$ cat src/rtl/ro_puf_pkg.sv
// Shared types and helpers for the ring-oscillator PUF race logic.
// Holds the race FSM states, the per-pair decision kinds and a width helper.
package ro_puf_pkg;

    typedef enum logic [2:0] {
        S_IDLE,
        S_CLEAR,
        S_COUNT,
        S_STORE,
        S_DONE
    } state_t;

    typedef enum logic [1:0] {
        D_A_WIN,
        D_B_WIN,
        D_TIE,
        D_TMO
    } decision_t;

    // Index width for n items, never narrower than one bit.
    function automatic int unsigned clog2(input int unsigned n);
        int unsigned w;
        w = 0;
        for (int unsigned v = n - 1; v > 0; v = v >> 1) begin
            w = w + 1;
        end
        return (w == 0) ? 32'd1 : w;
    endfunction

endpackage

$ cat src/rtl/ro_sat_counter.sv
// Saturating edge counter for one oscillator of a raced pair.
// Stops at all-ones or when frozen by the opposing counter saturating.
module ro_sat_counter
    import ro_puf_pkg::*;
#(
    parameter int unsigned CNT_W = 8
) (
    input  logic             clk,
    input  logic             rst,
    input  logic             clr,
    input  logic             inc,
    input  logic             freeze,
    output logic [CNT_W-1:0] cnt,
    output logic             at_max
);

    assign at_max = (cnt == '1);

    always_ff @(posedge clk) begin
        if (rst || clr) begin
            cnt <= '0;
        end else if (inc && !freeze && !at_max) begin
            cnt <= cnt + CNT_W'(1);
        end
    end

endmodule

$ cat src/rtl/ro_race_arbiter.sv
// Ring-oscillator PUF response generator: races each pair in turn until a
// counter saturates or the timeout expires, recording one bit and a margin.
module ro_race_arbiter
    import ro_puf_pkg::*;
#(
    parameter int unsigned       CNT_W   = 8,
    parameter int unsigned       N_PAIRS = 4,
    parameter int unsigned       TMO_W   = 16,
    parameter logic [TMO_W-1:0]  TIMEOUT = 16'hFFFF
) (
    input  logic                          clk,
    input  logic                          rst,
    input  logic                          start,
    input  logic [N_PAIRS-1:0]            edge_a,
    input  logic [N_PAIRS-1:0]            edge_b,
    output logic                          busy,
    output logic                          done,
    output logic [N_PAIRS-1:0]            response,
    output logic                          pair_valid,
    output logic [clog2(N_PAIRS)-1:0]     pair_idx,
    output logic [CNT_W-1:0]              margin,
    output logic                          tie_flag,
    output logic                          tmo_flag
);

    localparam int unsigned      IDX_W    = clog2(N_PAIRS);
    localparam logic [IDX_W-1:0] LAST_IDX = IDX_W'(N_PAIRS - 1);
    localparam logic [TMO_W-1:0] TMO_LAST = TIMEOUT - TMO_W'(1);

    state_t           state_q, state_d;
    decision_t        dec_q, dec_d;
    logic [TMO_W-1:0] timer;
    logic [CNT_W-1:0] cnt_a, cnt_b, margin_q, store_margin;
    logic             at_max_a, at_max_b, store_bit;
    logic             counting, clearing;

    assign counting = (state_q == S_COUNT);
    assign clearing = (state_q == S_CLEAR);

    ro_sat_counter #(.CNT_W(CNT_W)) u_cnt_a (
        .clk    (clk),
        .rst    (rst),
        .clr    (clearing),
        .inc    (counting && edge_a[pair_idx]),
        .freeze (at_max_a || at_max_b),
        .cnt    (cnt_a),
        .at_max (at_max_a)
    );

    ro_sat_counter #(.CNT_W(CNT_W)) u_cnt_b (
        .clk    (clk),
        .rst    (rst),
        .clr    (clearing),
        .inc    (counting && edge_b[pair_idx]),
        .freeze (at_max_a || at_max_b),
        .cnt    (cnt_b),
        .at_max (at_max_b)
    );

    // Exit priority: tie, A, B, then timeout; saturation beats a coincident timeout.
    always_comb begin
        state_d = state_q;
        dec_d   = dec_q;
        case (state_q)
            S_IDLE:  if (start) state_d = S_CLEAR;
            S_CLEAR: state_d = S_COUNT;
            S_COUNT: begin
                if (at_max_a && at_max_b) begin
                    state_d = S_STORE;
                    dec_d   = D_TIE;
                end else if (at_max_a) begin
                    state_d = S_STORE;
                    dec_d   = D_A_WIN;
                end else if (at_max_b) begin
                    state_d = S_STORE;
                    dec_d   = D_B_WIN;
                end else if (timer == TMO_LAST) begin
                    state_d = S_STORE;
                    dec_d   = D_TMO;
                end
            end
            S_STORE: state_d = (pair_idx == LAST_IDX) ? S_DONE : S_CLEAR;
            S_DONE:  state_d = S_IDLE;
            default: state_d = S_IDLE;
        endcase
    end

    always_comb begin
        store_bit    = 1'b0;
        store_margin = '0;
        case (dec_q)
            D_A_WIN: begin
                store_bit    = 1'b1;
                store_margin = cnt_b;
            end
            D_B_WIN: store_margin = cnt_a;
            D_TIE:   store_margin = '1;
            D_TMO:   store_bit    = (cnt_a > cnt_b);
            default: store_bit    = 1'b0;
        endcase
    end

    always_ff @(posedge clk) begin
        if (rst) begin
            state_q  <= S_IDLE;
            dec_q    <= D_A_WIN;
            timer    <= '0;
            pair_idx <= '0;
            response <= '0;
            margin_q <= '0;
            tie_flag <= 1'b0;
            tmo_flag <= 1'b0;
        end else begin
            state_q <= state_d;
            case (state_q)
                S_IDLE: begin
                    if (start) begin
                        response <= '0;
                        tie_flag <= 1'b0;
                        tmo_flag <= 1'b0;
                        pair_idx <= '0;
                    end
                end
                S_CLEAR: timer <= '0;
                S_COUNT: begin
                    timer <= timer + TMO_W'(1);
                    dec_q <= dec_d;
                end
                S_STORE: begin
                    response[pair_idx] <= store_bit;
                    margin_q           <= store_margin;
                    if (dec_q == D_TIE) tie_flag <= 1'b1;
                    if (dec_q == D_TMO) tmo_flag <= 1'b1;
                    if (pair_idx != LAST_IDX) pair_idx <= pair_idx + IDX_W'(1);
                end
                default: ;
            endcase
        end
    end

    // Margin is live during the decision cycle and held afterwards.
    always_comb begin
        busy       = (state_q != S_IDLE);
        done       = (state_q == S_DONE);
        pair_valid = (state_q == S_STORE);
        margin     = pair_valid ? store_margin : margin_q;
    end

endmodule

$ cat config.mk
export PLATFORM = sky130hd
export DESIGN_NAME = ro_race_arbiter
export DESIGN_NICKNAME = d
export VERILOG_FILES = /design/src/rtl/ro_puf_pkg.sv /design/src/rtl/ro_sat_counter.sv /design/src/rtl/ro_race_arbiter.sv
export SDC_FILE = /design/constraint.sdc
export NUM_CORES = 1
export LEC_CHECK = 0
export CORE_UTILIZATION = 38
export DETAILED_ROUTE_END_ITERATION = 12
export GPL_TIMING_DRIVEN = 0
export PLACE_DENSITY_LB_ADDON = 0.2
export SLEW_MARGIN = 20
export SYNTH_ARGS = -nofsm -noshare
export SYNTH_HDL_FRONTEND = slang
export SYNTH_SLANG_ARGS = --single-unit
$ cat constraint.sdc
create_clock -name clk -period 4.3 [get_ports clk]
set_input_delay 0.43 -clock clk [delete_from_list [all_inputs] [get_ports clk]]
set_output_delay 0.43 -clock clk [all_outputs]
set_load 0.02 [all_outputs]
# Word level (Yosys, flattened, before mapping)
# Index checks and enable logic that the tools add are counted.
dict set report word_totals {
  out_inout_bits 19
  ff_bits 53
  in_bits 11
}
dict set report classes {
  n_reduce_logical 25
  order_cmp 3
  addsub 4
  n_mux 32
  n_eq_ne 17
}
# cell n
set op_table {}
lappend op_table {{$pmux W16 S2} 1}
lappend op_table {{$pmux W8 S3} 1}
lappend op_table {{$mux W3} 6}
lappend op_table {{$add A16 B1 Y16 const B} 1}
lappend op_table {{$add A8 B1 Y8 const B} 2}
lappend op_table {{$eq A16 B16 Y1 const B} 1}
lappend op_table {{$eq A8 B8 Y1 const B} 2}
lappend op_table {{$mux W2} 6}
lappend op_table {{$pmux W3 S4} 1}
lappend op_table {{$reduce_and A3 Y1} 3}
lappend op_table {{$gt A8 B8 Y1} 1}
lappend op_table {{$logic_and A1 B1 Y1} 8}
lappend op_table {{$mux W8} 1}
lappend op_table {{$pmux W4 S2} 1}
lappend op_table {{$eq A2 B2 Y1 const B} 3}
lappend op_table {{$eq A3 B2 Y1 const B} 2}
lappend op_table {{$mux W1} 6}
lappend op_table {{$ne A2 B1 Y1 const B} 3}
lappend op_table {{$pmux W1 S2} 3}
lappend op_table {{$reduce_and A2 Y1} 3}
lappend op_table {{$ne A5 B3 Y1 const B} 1}
lappend op_table {{$bmux W1 S2} 2}
lappend op_table {{$bwmux W4} 1}
lappend op_table {{$mux W4} 1}
lappend op_table {{16 further kinds} 21}

# Depth between registers and ports, before layout
# Gate-level depths: netlist of the first run.
dict set report logic_depth {
  word_depth 6
  mapped_depth 11
  ltp_nobuf 10
}

# Modules after synthesis
# Synthesis of the first run repeated with hierarchy kept, for this count alone.
dict set report hier_totals {
  hier_cells 368
  hier_area_um2 3145.5
}
# mod area_each_um2 cells_per_inst seq_area_each_um2 instances
set modules_own_cells {}
lappend modules_own_cells {ro_race_arbiter 2207.1 270 740.7 1}
lappend modules_own_cells {ro_sat_counter 469.2 49 160.2 2}

# Least setup slack after synthesis of the first run
# Ideal clock, no wire load.
dict set report synth_timing {
  kind {register to register}
  start {register u_cnt_a.cnt[0]}
  end {register u_cnt_b.cnt[5]}
  stages_incl_launch_ff 11
  setup_ps 117
  arrival_time_ps 1993
  period_less_slack_ps 2111
  path_buffers 0
  slack_ps 2189
  required_ps 4183
  cell_sequence {dfxtp_1 -> ha_1 -> nand3_1 -> nor2_1 -> inv_1 -> ha_1 -> nor4bb_1 -> o211ai_1 -> nor4_1 -> xnor2_1 -> nor2_1}
}
dict set report synth_via {
  elab_chain_cells 5
}
# element line_no
set synth_lines {}
lappend synth_lines {{start: declaration} ro_sat_counter.sv:13} ;# output logic [CNT_W-1:0] cnt,
lappend synth_lines {{start signal: assignment} ro_sat_counter.sv:23} ;# cnt <= cnt + CNT_W'(1);
lappend synth_lines {{$eq A8 B8 Y1} ro_sat_counter.sv:17} ;# assign at_max = (cnt == '1);
lappend synth_lines {{$logic_or A1 B1 Y1} ro_race_arbiter.sv:55} ;# .freeze (at_max_a || at_max_b),
lappend synth_lines {{$logic_not A1 Y1} ro_sat_counter.sv:22} ;# end else if (inc && !freeze && !at_max) begin
lappend synth_lines {{$logic_and A1 B1 Y1 (2 in series)} ro_sat_counter.sv:22}
lappend synth_lines {{end signal: assignment} ro_sat_counter.sv:23}
lappend synth_lines {{end: declaration} ro_sat_counter.sv:13}
# No other way between the ends.
# A chain may end at the register's enable or synchronous reset.

# Final worst setup path of the first run
dict set report layout_timing {
  start {register state_q[0]}
  end {output port margin[1]}
}
dict set report layout_via {
  elab_chain_cells 2
}
# element line_no
set layout_lines {}
lappend layout_lines {{start: declaration} ro_race_arbiter.sv:30} ;# state_t state_q, state_d;
lappend layout_lines {{start signal: assignment} ro_race_arbiter.sv:114} ;# state_q <= state_d;
lappend layout_lines {{$eq A3 B2 Y1} ro_race_arbiter.sv:145} ;# pair_valid = (state_q == S_STORE);
lappend layout_lines {{$mux W8} n/a}
lappend layout_lines {{end: declaration} ro_race_arbiter.sv:21} ;# output logic [CNT_W-1:0] margin,
# No other way between the ends.

==> reports/qor.csv, run 1 <==
metric,value,unit
status,"finished, final reports clean",
DP HPWL,4.832,mm
worst stage delay on the critical path,0.67,ns
fillers,767,
Worst VDD drop,150.0,µV
Final Wtd Congestion,0.7792,
largest net degree at the start of global routing,18,
ranking of synthesized cells by area,"dfxtp_1 (37%), ha_1 (10%), nor2_1 (4.2%), a21oi_1 (3.9%), nand3_1 (3.2%)",
met1 Usage GRT,0.2338,
average routed wire per standard cell,13.60,µm
"EDFF count, synth",0,
IO Count,30,
Clock Sink Count,53,
routed via count,2457,
Synth Instances,334,
die height,88.65,µm
DR pass1 iterations,4,
PostCTS Resize Cnt,0,
violation count after the first detailed-route iteration,103,
slowest CP cell,clkdlybuf4s50_1,
synth warn,0,
width of the die,88.65,µm
fin crit share,0.6791,
TNS Setup,0,ns
setup bufs post-CTS,0,
TritonCTS buffer count,5,
CTS max path bufs,2,
# H-tree levels,2,
FMAX,342.4,MHz
Tot GR Track Use,0.1743,
num rows,31,
CTS tree,built,
# setup viols final,0,
DRC viols,0,
Lkg Pwr,1.141,nW
fin. max-slew vios,0,
GRT busiest layer,met2,
flop and latch count out of synthesis,53,
# nets final,404,
RSZ-0062 raised after global routing,no,
Root Buffer,clkbuf_8,
CP Capture Type,output port,
Yosys top cell area share,0.3719,
Antenna diodes,0,
Worst Setup Path Type,reg2out,
sequential share of the synthesized area,0.3719,
first-pass GRT wire length,10.61,mm
endpoints failing hold,0,
CP max FO,10,
Worst Path Arrival,2.49,ns
Max-slew headroom,0.2891,
dominant cell by count in the synthesized netlist,dfxtp_1,
met3 GRT Util,0.03731,
Clock transition at path regs,0.11,ns
P&R area growth vs syn,17.68,%
total core area,7253,µm²
Max Cap Violations,0,
asr flop ratio synth,0,
min cycle time layout,2.920,ns
CP required,3.87,ns
"CP delay by family, top",buffers and inverters,
final wirelength,6.390,mm
Yosys cell types,48,
layout cells sized above 1,0.07008,
commonest register cell after synthesis,dfxtp_1,
Worst Path Buf+Inv,3,
DIE AREA,7858,µm²
"Cell Area, Synth",2853,µm²
fin util,0.4628,
crit-path cells,clkbuf_1 > nand3b_1 > clkinv_1 > nand2b_1 > o21ai_0 > clkdlybuf4s50_1,
Syn Nets,368,
skew final,0.01415,ns
via/cell ratio,5.228,
Critical Path Start Type,flip-flop,
PD cells,263.9,nW/µm²
"Avg Cell Area, Syn",8.541,µm²
global routing usage on met2,0.2825,
vias in the first global route,2287,
hold_buf cts,0,
number of port buffers,29,
initial antenna violation count,0,
initial core utilization,0.3933,
final antenna-violating net count,0,
total gr overflow,0,
post-synth top area cell,dfxtp_1,
worst min path class,reg2reg,
worst slew pin tran,1.064,ns
synth cell count leaders,"dfxtp_1 (53), nor2_1 (32), nand2_1 (24)",
Skew-Pair Late Insertion Delay,0.31,ns
==> worst min-delay path, cell delays in order, from the launching register on <==
cell and delay (ns):
dfxtp_1 0.33, nand3_1 0.05, o21ai_0 0.06
==> registers in the layout (all words and copies together), names as in the netlist <==
signal / flops
dec_q: 2
pair_idx: 2
margin_q: 8
tmo_flag: 1
u_cnt_a.cnt: 8
u_cnt_b.cnt: 8
timer: 16
tie_flag: 1
state_q: 3
response: 4
==> per-stage QoR <==
| stage | area [µm²] | total power, mW | hold WS [ns] | worst slack [ns] | cells |
|---|---|---|---|---|---|
| 2_1_floorplan | 2853 | 0.5683 | 0.4398 | 2.189 | 334 |
| 3_3_place_gp | 3267 | 0.6013 | 0.4560 | 1.718 | 462 |
| 3_5_place_dp | 3267 | 0.6027 | 0.4602 | 1.731 | 462 |
| 4_1_cts | 3357 | 0.8979 | 0.4800 | 1.365 | 470 |
| 5_1_grt | 3357 | 0.9260 | 0.5096 | 1.147 | 470 |
| 6_report | 3357 | 0.8859 | 0.4793 | 1.380 | 470 |
==> report_power, final <==
| group | switching (mW) | leakage (nW) | internal (mW) |
|---|---|---|---|
| Clock | 0.179 | 0.0445 | 0.116 |
| Combinational | 0.0546 | 0.669 | 0.0358 |
| Sequential | 0.00498 | 0.427 | 0.496 |
| Total | 0.238 | 1.14 | 0.647 |
==> final cells by class <==
cell class	instances	area [µm²]	area share
multi-input cells	245	1630	0.4856
well taps	99	123.9	0.03690
clock inverters	3	21.27	0.006336
plain buffers	17	90.09	0.02684
flip-flops and latches	53	1061	0.3161
repair buffers	29	290.3	0.08647
inverters	19	71.32	0.02124
clock buffers	5	68.82	0.02050
==> worst paths after layout <==
check | start | end | slack, ns | cells after the start
worst max register to register | u_cnt_a.cnt[0] | u_cnt_b.cnt[5] | 1.75 | 10
worst max-delay path | state_q[0] | margin[1] | 1.38 | 6
worst min register to register | response[0] | response[0] | 0.48 | 2
worst min-delay path | response[0] | response[0] | 0.48 | 2
==> cell families after synthesis <==
logic type	synth area share
muxes	0.02675
and+or+nand+nor	0.2483
adders and majority gates	0.1009
buffers and inverters	0.05657
DFF	0.3719
xor gates and xnor gates	0.03684
AOI/OAI and AO/OA	0.1588
==> placed cells by master, fill, tap and decap left out, types with 11 or more instances in the layout <==
master / n
a21oi_1: 22
clkdlybuf4s50_1: 29
dfxtp_1: 53
ha_1: 23
inv_1: 18
nand2_1: 24
nand3_1: 18
nor2_1: 32
nor2b_1: 11
nor3_1: 12
o21ai_0: 18
==> per-layer routing <==
layer  vias up  wire, µm  part of all wire
li1       1263         -                 -
met1      1138      3131              0.49
met2        51      2886              0.45
met3         5       306             0.048
met4         0        65             0.010
met5         -         0                 0
Note: power is estimated with default switching activity, not from simulation.
==> run 2: changes to the inputs <==
Clock period 4.3 ns to 2.6 ns, I/O delays scaled along.
==> run 2 against run 1 <==
  * Combinational power is 65% higher
  * Sequential share of layout area is 0.32 points lower
  * First-iteration DRC count is 17% lower
  * Largest cell class unchanged
  * Register-to-register slack worse by 1.5 ns
  * Die area stayed put
  * Setup slack worse by 1.1 ns
  * Cell area is 1.2% higher
  * Clock skew is 0.0022 ns lower
  * Critical path depth is 5 higher
  * Sequential cell count stayed put
  * Non-clock buffer count stayed put
==> reports/qor.csv, run 2 (synthesis gave the netlist of run 1 again) <==
metric,value,unit,change
IO Count,30,,unchanged
DR pass1 iterations,4,,unchanged
first-pass GRT wire length,10.59,mm,-0.13%
die height,88.65,µm,unchanged
endpoints failing hold,0,,unchanged
Clock transition at path regs,0.11,ns,about the same
initial antenna violation count,0,,unchanged
CTS tree,built,,
routed via count,2463,,+0.24%
initial core utilization,0.3933,,unchanged
"CP delay by family, top",simple AND/OR/NAND/NOR gates,,
Worst Setup Path Type,reg2reg,,
DP HPWL,4.832,mm,unchanged
# setup viols final,0,,unchanged
Lkg Pwr,1.301,nW,+14%
number of port buffers,29,,unchanged
via/cell ratio,5.240,,+0.24%
Skew-Pair Late Insertion Delay,0.31,ns,about the same
final instance area,3396,µm²,+1.2%
CTS max path bufs,2,,unchanged
"commonest non-fill, non-tap cell in the layout",dfxtp_1,,
skew final,0.01196,ns,-0.002188 ns
final wirelength,6.427,mm,+0.58%
status,"finished, final reports clean",,
Worst VDD drop,249.5,µV,+66%
final antenna-violating net count,0,,unchanged
Final Power,1.469,mW,+66%
max FFs per register,16,,unchanged
Tot GR Track Use,0.1741,,-0.0001962
Max Cap Violations,0,,unchanged
crit-path cells,ha_1 > nand3_1 > nor2_1 > inv_1 > ha_1 > nor4bb_2 > o211a_1 > buf_2 > nand2_1 > or3_1 > a21oi_1,,
fin worst setup slack,0.2518,ns,-1.128 ns
CP dominant cell by count,ha_1,,
worst min path class,reg2reg,,
DRC viols,0,,unchanged
TritonCTS buffer count,5,,unchanged
PD cells,432.6,nW/µm²,+64%
vias in the first global route,2283,,-0.17%
CP required,2.85,ns,-1.02 ns
pre-CTS WS,0.03054,ns,-1.700 ns
total core area,7253,µm²,unchanged
Finished Layout Cells,470,,unchanged
width of the die,88.65,µm,unchanged
Final Wtd Congestion,0.7792,,unchanged
fin crit share,0.9031,,
fillers,758,,-1.2%
CP max FO,7,,-3
P&R area growth vs syn,19.04,%,
R2R Setup Slk,0.25,ns,-1.50 ns
CP Capture Type,flip-flop,,
Root Buffer,clkbuf_8,,
Max-slew headroom,0.3013,,+0.01217
Seq. cell area,1062,µm²,+0.12%
slowest CP cell,dfxtp_1,,
worst slew pin tran,1.046,ns,-0.01822 ns
average routed wire per standard cell,13.67,µm,+0.58%
DIE AREA,7858,µm²,unchanged
fin. max-slew vios,0,,unchanged
area of the multi-input gates,1637,µm²,+0.38%
worst stage delay on the critical path,0.37,ns,-0.30 ns
fin util,0.4682,,+0.005347
FMAX,425.9,MHz,
largest net degree at the start of global routing,18,,unchanged
layout cells sized above 1,0.08356,,+0.01348
violation count after the first detailed-route iteration,85,,-17%
placed inst area,3267,µm²,unchanged
min cycle time layout,2.348,ns,
# nets final,404,,unchanged
Worst Path Arrival,2.60,ns,+0.11 ns
"commonest cells after routing, fill and taps aside","dfxtp_1 (52), nor2_1 (32), nand2_1 (24)",,
Worst Path Buf+Inv,2,,-1
# H-tree levels,2,,unchanged
total gr overflow,0,,unchanged
RSZ-0062 raised after global routing,no,,
num rows,31,,unchanged
most flop-heavy register,timer,,
# placed instances,462,,unchanged
Clock Sink Count,53,,unchanged
TNS Setup,0,ns,unchanged
Critical Path Start Type,flip-flop,,
hold_ws,0.4793,ns,-0.00001500 ns
Antenna diodes,0,,unchanged
run 2: cell types whose count changed in the layout (fill, tap and decap cells not counted), moves of 3 or more:
cell / before / now
clkdlybuf4s50_1: 29 / 21
dlymetal6s2s_1: 0 / 8
buf_4: 0 / 3
clkbuf_1: 10 / 7
run 2: worst paths after layout:
path | start | to | cells past startpoint
worst max-delay path | u_cnt_a.cnt[0] | u_cnt_a.cnt[7] | 11
worst min-delay path | response[0] | response[0] | 2
worst max register to register | u_cnt_a.cnt[0] | u_cnt_a.cnt[7] | 11
worst min register to register | response[0] | response[0] | 2
run 2: power by group:
group          switching [mW]  leakage, nW  total [mW]  internal [mW]
Sequential             0.0128        0.428       0.833          0.820
Clock                   0.295       0.0445       0.488          0.192
Combinational          0.0865        0.829       0.149         0.0623
Total                   0.395         1.30        1.47           1.07
run 2: area by class of cell:
class                      count  share of cell area
buffer                        14             0.02321
timing repair buffer          32             0.09801
multi-input combinational    245              0.4819
inverter                      19             0.02100
clock buffer                   5             0.02027
sequential                    53              0.3128
tap                           99             0.03648
clock inverter                 3            0.006264
run 2: metal layers:
layer | GRT usage | wire length (µm)
met3 | 0.03731 | 279
met5 | 0 | 0
met4 | 0.04839 | 65
met1 | 0.2338 | 3162
met2 | 0.2818 | 2919
run 2: what timing repair did:
action,4_1_cts,5_1_grt
endpoints found under the setup margin,8,15
gates resized for setup,1,10
pin swaps,0,1
setup buffers,0,3
hold buffers,0,0
run 2: worst min-delay path: stages (launching register included):
cell and delay (ns):
dfxtp_1 0.33, nand3_1 0.05, o21ai_0 0.06
==> run 3: changes to the inputs <==
Settings changed: CAP_MARGIN set to 20, SLEW_MARGIN 20 to unset.
==> results of run 3 <==
Same layout as run 2: the final DEF is identical, and so are final timing and power.
